<file path="src/rtl/burst_ram_arbiter.sv">
// Two-port round-robin front end that lets two caches share one BurstRAM.
// Define ARB_STATS_EN to add per-port grant and conflict counters.
`timescale 1ns/1ps
module burst_ram_arbiter #(
    parameter int DEPTH_BITWIDTH = 10,
    parameter int BURST_COUNT    = 4,
    parameter int DATA_WIDTH     = 64
) (
    input  logic                      clk,
    input  logic                      rst,
    input  logic                      p0_cmd,
    input  logic                      p0_cmd_en,
    input  logic [DEPTH_BITWIDTH-1:0] p0_addr,
    input  logic [DATA_WIDTH-1:0]     p0_wr_data,
    input  logic [7:0]                p0_data_mask,
    output logic [DATA_WIDTH-1:0]     p0_rd_data,
    output logic                      p0_rd_data_valid,
    output logic                      p0_busy,
    input  logic                      p1_cmd,
    input  logic                      p1_cmd_en,
    input  logic [DEPTH_BITWIDTH-1:0] p1_addr,
    input  logic [DATA_WIDTH-1:0]     p1_wr_data,
    input  logic [7:0]                p1_data_mask,
    output logic [DATA_WIDTH-1:0]     p1_rd_data,
    output logic                      p1_rd_data_valid,
    output logic                      p1_busy,
    output logic                      br_cmd,
    output logic                      br_cmd_en,
    output logic [DEPTH_BITWIDTH-1:0] br_addr,
    output logic [DATA_WIDTH-1:0]     br_wr_data,
    output logic [7:0]                br_data_mask,
    input  logic [DATA_WIDTH-1:0]     br_rd_data,
    input  logic                      br_rd_data_valid,
    input  logic                      br_busy
`ifdef ARB_STATS_EN
    ,
    output logic [31:0]               stat_grants0,
    output logic [31:0]               stat_grants1,
    output logic [31:0]               stat_conflicts
`endif
);

    localparam int BW = $clog2(BURST_COUNT);
    localparam logic [BW-1:0] ONE       = BW'(1);
    localparam logic [BW-1:0] LAST_BEAT = BW'(BURST_COUNT - 1);

    typedef logic [DATA_WIDTH-1:0]     beat_t;
    typedef logic [DEPTH_BITWIDTH-1:0] addr_t;
    typedef enum logic [1:0] {S_IDLE, S_ISSUE, S_WBEATS, S_RWAIT} state_t;

    logic  cmd_in    [2];
    logic  cmd_en_in [2];
    addr_t addr_in   [2];
    beat_t wr_in     [2];
    logic [7:0] mask_in [2];

    assign cmd_in[0]    = p0_cmd;
    assign cmd_in[1]    = p1_cmd;
    assign cmd_en_in[0] = p0_cmd_en;
    assign cmd_en_in[1] = p1_cmd_en;
    assign addr_in[0]   = p0_addr;
    assign addr_in[1]   = p1_addr;
    assign wr_in[0]     = p0_wr_data;
    assign wr_in[1]     = p1_wr_data;
    assign mask_in[0]   = p0_data_mask;
    assign mask_in[1]   = p1_data_mask;

    // Per-port capture state: command fields plus the write-beat buffer.
    logic          busy_q  [2], busy_d  [2];
    logic          pend_q  [2], pend_d  [2];
    logic          pcmd_q  [2], pcmd_d  [2];
    addr_t         paddr_q [2], paddr_d [2];
    logic [7:0]    pmask_q [2], pmask_d [2];
    beat_t         wbuf_q  [2][BURST_COUNT];
    beat_t         wbuf_d  [2][BURST_COUNT];
    logic          wcap_q  [2], wcap_d  [2];
    logic [BW-1:0] wcnt_q  [2], wcnt_d  [2];
    beat_t         hold_q  [2], hold_d  [2];

    state_t        state_q, state_d;
    logic          owner_q, owner_d;
    logic          last_grant_q, last_grant_d;
    logic [BW-1:0] beat_q, beat_d;
    logic          br_cmd_q, br_cmd_d;
    addr_t         br_addr_q, br_addr_d;
    logic          br_cmd_en_q, br_cmd_en_d;

    logic          capture  [2];
    logic          req      [2];
    logic          eff_cmd  [2];
    addr_t         eff_addr [2];
    logic          gnt;

    always_comb begin
        busy_d       = busy_q;
        pend_d       = pend_q;
        pcmd_d       = pcmd_q;
        paddr_d      = paddr_q;
        pmask_d      = pmask_q;
        wbuf_d       = wbuf_q;
        wcap_d       = wcap_q;
        wcnt_d       = wcnt_q;
        hold_d       = hold_q;
        state_d      = state_q;
        owner_d      = owner_q;
        last_grant_d = last_grant_q;
        beat_d       = beat_q;
        br_cmd_d     = br_cmd_q;
        br_addr_d    = br_addr_q;
        br_cmd_en_d  = 1'b0;
        gnt          = 1'b0;

        for (int i = 0; i < 2; i++) begin
            capture[i]  = cmd_en_in[i] && !busy_q[i];
            req[i]      = pend_q[i] || capture[i];
            eff_cmd[i]  = capture[i] ? cmd_in[i] : pcmd_q[i];
            eff_addr[i] = capture[i] ? addr_in[i] : paddr_q[i];
            if (capture[i]) begin
                busy_d[i]     = 1'b1;
                pend_d[i]     = 1'b1;
                pcmd_d[i]     = cmd_in[i];
                paddr_d[i]    = addr_in[i];
                pmask_d[i]    = mask_in[i];
                wbuf_d[i][0]  = wr_in[i];
                wcap_d[i]     = cmd_in[i];
                wcnt_d[i]     = ONE;
            end else if (wcap_q[i]) begin
                wbuf_d[i][wcnt_q[i]] = wr_in[i];
                wcnt_d[i]            = wcnt_q[i] + ONE;
                if (wcnt_q[i] == LAST_BEAT) begin
                    wcap_d[i] = 1'b0;
                end
            end
        end

        // A command captured on this edge may be granted on the same edge,
        // which is why the grant looks at the incoming fields directly.
        case (state_q)
            S_IDLE: begin
                if (!br_busy && (req[0] || req[1])) begin
                    gnt          = (req[0] && req[1]) ? !last_grant_q : req[1];
                    owner_d      = gnt;
                    last_grant_d = gnt;
                    pend_d[gnt]  = 1'b0;
                    br_cmd_en_d  = 1'b1;
                    br_cmd_d     = eff_cmd[gnt];
                    br_addr_d    = eff_addr[gnt];
                    beat_d       = '0;
                    state_d      = S_ISSUE;
                end
            end
            S_ISSUE: begin
                if (pcmd_q[owner_q]) begin
                    beat_d  = ONE;
                    state_d = S_WBEATS;
                end else begin
                    beat_d  = '0;
                    state_d = S_RWAIT;
                end
            end
            S_WBEATS: begin
                beat_d = beat_q + ONE;
                if (beat_q == LAST_BEAT) begin
                    busy_d[owner_q] = 1'b0;
                    state_d         = S_IDLE;
                end
            end
            S_RWAIT: begin
                if (br_rd_data_valid) begin
                    hold_d[owner_q] = br_rd_data;
                    beat_d          = beat_q + ONE;
                    if (beat_q == LAST_BEAT) begin
                        busy_d[owner_q] = 1'b0;
                        state_d         = S_IDLE;
                    end
                end
            end
            default: state_d = S_IDLE;
        endcase
    end

    always_ff @(posedge clk or posedge rst) begin
        if (rst) begin
            for (int i = 0; i < 2; i++) begin
                busy_q[i]  <= 1'b0;
                pend_q[i]  <= 1'b0;
                pcmd_q[i]  <= 1'b0;
                paddr_q[i] <= '0;
                pmask_q[i] <= '0;
                wcap_q[i]  <= 1'b0;
                wcnt_q[i]  <= '0;
                hold_q[i]  <= '0;
                for (int k = 0; k < BURST_COUNT; k++) begin
                    wbuf_q[i][k] <= '0;
                end
            end
            state_q      <= S_IDLE;
            owner_q      <= 1'b0;
            last_grant_q <= 1'b1;
            beat_q       <= '0;
            br_cmd_q     <= 1'b0;
            br_addr_q    <= '0;
            br_cmd_en_q  <= 1'b0;
        end else begin
            busy_q       <= busy_d;
            pend_q       <= pend_d;
            pcmd_q       <= pcmd_d;
            paddr_q      <= paddr_d;
            pmask_q      <= pmask_d;
            wcap_q       <= wcap_d;
            wcnt_q       <= wcnt_d;
            hold_q       <= hold_d;
            wbuf_q       <= wbuf_d;
            state_q      <= state_d;
            owner_q      <= owner_d;
            last_grant_q <= last_grant_d;
            beat_q       <= beat_d;
            br_cmd_q     <= br_cmd_d;
            br_addr_q    <= br_addr_d;
            br_cmd_en_q  <= br_cmd_en_d;
        end
    end

    // Write beats are read from the buffer one cycle after they are stored.
    logic drive_w;
    logic rwait0, rwait1;

    assign drive_w      = (state_q == S_ISSUE) || (state_q == S_WBEATS);
    assign br_cmd_en    = br_cmd_en_q;
    assign br_cmd       = br_cmd_q;
    assign br_addr      = br_addr_q;
    assign br_wr_data   = drive_w ? wbuf_q[owner_q][beat_q] : '0;
    assign br_data_mask = drive_w ? pmask_q[owner_q] : '0;

    assign rwait0 = (state_q == S_RWAIT) && (owner_q == 1'b0);
    assign rwait1 = (state_q == S_RWAIT) && (owner_q == 1'b1);

    assign p0_rd_data       = rwait0 ? br_rd_data : hold_q[0];
    assign p1_rd_data       = rwait1 ? br_rd_data : hold_q[1];
    assign p0_rd_data_valid = rwait0 && br_rd_data_valid;
    assign p1_rd_data_valid = rwait1 && br_rd_data_valid;
    assign p0_busy          = busy_q[0];
    assign p1_busy          = busy_q[1];

`ifdef ARB_STATS_EN
    logic [31:0] grants_q [2], grants_d [2];
    logic [31:0] conflicts_q, conflicts_d;

    always_comb begin
        grants_d    = grants_q;
        conflicts_d = conflicts_q;
        if (state_q == S_ISSUE) begin
            grants_d[owner_q] = grants_q[owner_q] + 32'd1;
        end
        if ((state_q == S_IDLE) && !br_busy && req[0] && req[1]) begin
            conflicts_d = conflicts_q + 32'd1;
        end
    end

    always_ff @(posedge clk or posedge rst) begin
        if (rst) begin
            grants_q[0] <= '0;
            grants_q[1] <= '0;
            conflicts_q <= '0;
        end else begin
            grants_q    <= grants_d;
            conflicts_q <= conflicts_d;
        end
    end

    assign stat_grants0   = grants_q[0];
    assign stat_grants1   = grants_q[1];
    assign stat_conflicts = conflicts_q;
`endif

endmodule

</file>
<file path="config.mk">
export PLATFORM = sky130hd
export DESIGN_NAME = burst_ram_arbiter
export DESIGN_NICKNAME = d
export VERILOG_FILES = /design/src/rtl/burst_ram_arbiter.sv
export SDC_FILE = /design/constraint.sdc
export NUM_CORES = 1
export LEC_CHECK = 0
export ABC_CLOCK_PERIOD_IN_PS = 33900
export BUFFER_PORTS_ARGS = -buffer_cell sky130_fd_sc_hd__buf_4
export CAP_MARGIN = 20
export CORE_UTILIZATION = 62
export CTS_CLUSTER_SIZE = 10
export DETAILED_ROUTE_END_ITERATION = 6
export PLACE_DENSITY = 0.82
export SYNTH_ARGS = -nofsm -noshare
export SYNTH_HDL_FRONTEND = slang
export SYNTH_SLANG_ARGS = --single-unit
</file>
<file path="constraint.sdc">
create_clock -name clk -period 33.9 [get_ports clk]
set_input_delay 5.085 -clock clk [delete_from_list [all_inputs] [get_ports clk]]
set_output_delay 5.085 -clock clk [all_outputs]
set_load 0.02 [all_outputs]
</file>
==> impl_metrics.toml <==
[final_layout]
final_cell_area_um2 = 38500
finish.utilization_pct = 74.7
area_growth_pct = 18.6
drive_above_1_share_pct = 49.8
layout.nets = 2893

[worst_setup_path]
timing.rr.end = "wbuf_q[286]"
crit_path_start = "br_rd_data_valid"
worst_ep_required_time_ps = 28810
r2r-start = "p0_busy"
path_class = "in2out"
start_kind = "primary input"
reg2regPathDepth = 4
critPathMaxFanout = 65
ff2ff_setup_slack_ps = 30920
cp-end-kind = "primary output"
setup.worst_path.end = "p1_rd_data_valid"
arrival_ps = 6350

[route]
ant_nets = 0
via_per_inst = 6.01
first_iter_violations = 1123
vias = 20158
drt-wirelength-per-cell_um = 23.8
drcViolationCount = 0
wl_um = 79800
firstDrtPassIters = 5

[cts]
cts_max_level = 3
root_buffer = "clkbuf_16"
clkSinkCount = 706
clock_path_buffers = 3
cts_buffers = 81
path_clk_slew_ps = 50
clk_latency_ps = 620
postCtsSetupBuffers = 0
ctsResizeCount = 0
tritoncts = "built"
holdBufCountCts = 0

[sta]
worst_pin_slew_ps = 1180
setup_viol = 0
hold_viol_final = 0
max_slew_margin_pct = 21.2
fin_crit_ps = 11430
fin_crit_sh_pct = 33.7
finClkSkew_ps = 16.0
slew_viol_final = 0
tns_ps = 0
grt_setup_unrepaired = "false"
fmax_mhz = 87.5

[placed_design]
io_buffers = 451
place_congestion = 0.885
dpl_cell_area_um2 = 36200
hpwlAfterDp_um = 49500

[synthesis]
synth-async-reset-ratio_pct = 100
synth_flop_cell = "dfrtp_1"
synthDistinctLibCells = 36
synth_nets = 2474
synth_top_family_by_area = "multiplexers"
synth_seq_area_share_pct = 54.5
synth-warning-count = 0
synth.area.mux_share_pct = 36.3
syn_avg_cell_area_um2 = 14.6
syn_inst = 2224
synth_area_um2 = 32400
synth_fa_ha_area_share_pct = 0.540
synth_simple_gate_area_share_pct = 5.05
ys_ff_latch = 706
synth_compound_area_share_pct = 0.710
synth-xor-area-share_pct = 0.0540
synth_edf_count = 0

[global_route]
grt_pass1_wl_um = 125000
grt_use_total_pct = 30.7
grt_pass1_vias = 21974
grt_overflow_total = 0
antenna_found_initial = 11
grt_max_degree = 189

[run]
cap_violations = 0

[power]
vdd_drop_max_v = 0.0000627
total_power_mw = 3.90
p_leak_nw = 18.3
power_density_nw_per_um2 = 101

[floorplanning]
start_util_pct = 63.0
die_h_um = 231
rows = 83
coreArea_um2 = 51500
die-area_um2 = 53200
io_pins = 452
die_w_um = 231

[min_path]
hold_path.class = "reg2reg"

[outcome]
run_status = "completed"
per-layer routing:
metal  global-route usage (%)  part of all wire, %  up-vias
li1                         -                    -     8794
met1                     38.6                   39    10542
met2                     52.5                   51      675
met3                     6.47                  6.7      141
met4                     11.8                  2.8        6
met5                        0                0.043        -
sequential cells by signal, summed over array words and instances (netlist names), 2 cells and up:
name and cells:
wcap_q 2, beat_q 2, pend_q 2, wcnt_q 4
br_addr 10, state_q 2, pcmd_q 2, pmask_q 16
paddr_q 20, hold_q 128, wbuf_q 512
placed cells by master, fill, tap and decap left out, drive strengths merged:
| master | instances |
|---|---|
| o41ai | 1 |
| ha | 14 |
| diode | 9 |
| dfstp | 1 |
| a32o | 1 |
| o221a | 1 |
| nor2b | 77 |
| nand2 | 270 |
| inv | 37 |
| mux2i | 95 |
| nand2b | 4 |
| xnor2 | 2 |
| clkbuf | 101 |
| buf | 478 |
| nor2 | 6 |
| mux2 | 706 |
| o21a | 1 |
| o221ai | 12 |
| a31oi | 1 |
| nand3 | 7 |
| o32ai | 1 |
| and2 | 3 |
| nand3b | 1 |
| mux4 | 128 |
| o41a | 1 |
| o21ai | 5 |
| o22a | 1 |
| a21bo | 1 |
| a21oi | 2 |
| dfrtp | 705 |
| clkinvlp | 1 |
cell usage after synthesis, types with 2 or more instances:
cell / count / area [um2]
mux2i_1: 95 / 951
buf_6: 14 / 158
inv_1: 35 / 131
xnor2_1: 2 / 17.5
o221ai_1: 12 / 105
mux4_2: 128 / 2880
a21oi_1: 2 / 10.0
nand3_2: 6 / 60.1
ha_1: 14 / 175
nor2b_1: 77 / 482
nand2_1: 269 / 1010
o21ai_0: 5 / 25.0
mux2_2: 609 / 6860
mux2_1: 96 / 1080
nor2_1: 6 / 22.5
buf_4: 6 / 45.0
and2_1: 3 / 18.8
buf_1: 3 / 11.3
nand2b_1: 4 / 25.0
dfrtp_1: 705 / 17600
clkbuf_1: 18 / 67.6
buf_2: 101 / 505
critical path, cell delays in order:
cell and delay (ps):
buf_4 160, nand3_4 60, buf_4 700, inv_1 100, buf_4 190
kinds of logic (layout without fill, tap and decap cells):
kind of cell             after synthesis  count (layout)
AO/OA/AOI/OAI                         28              28
XOR/XNOR                               2               2
multiplexers                         929             929
adder cells (fa/ha/maj)               14              14
flip-flops                           706             706
other                                  0               9
buffers and inverters                177             617
AND/OR/NAND/NOR                      368             368
report_power, final:
part / internal (mW) / leakage (nW) / total, mW / switching (mW)
Clock: 0.448 / 1.08 / 0.766 / 0.318
Combinational: 0.868 / 8.25 / 1.67 / 0.805
Sequential: 1.22 / 8.96 / 1.46 / 0.239
cell type report:
class                      instances  area, um2
clock inverter                     3       25.0
fill                            3196      13000
multi-input combinational       1341      13900
inverter                          35        139
clock buffer                     101       2200
antenna                            9       22.5
tap                              680        851
sequential                       706      17700
timing repair buffer             478       3610
metrics by stage:
step | hold WS [ps] | worst slack (ps) | std cells
3_3_place_gp | 453 | 22450 | 3240
4_1_cts | 481 | 22490 | 3344
6_report | 478 | 22470 | 3353
3_5_place_dp | 458 | 22490 | 3240
5_1_grt | 496 | 22410 | 3352
2_1_floorplan | 444 | 9020 | 2224
how the worst min path moves through the flow:
stage,slack (ps),endpoint,startpoint,depth (start not counted)
after floorplan,440,last_grant_q,last_grant_q,2
after detailed placement,460,last_grant_q,last_grant_q,2
after global placement,450,last_grant_q,last_grant_q,2
after CTS,480,pmask_q[15],pmask_q[15],2
after global routing,500,pmask_q[13],pmask_q[13],2
final,480,last_grant_q,last_grant_q,2
Note: power is estimated with default switching activity, not from simulation.
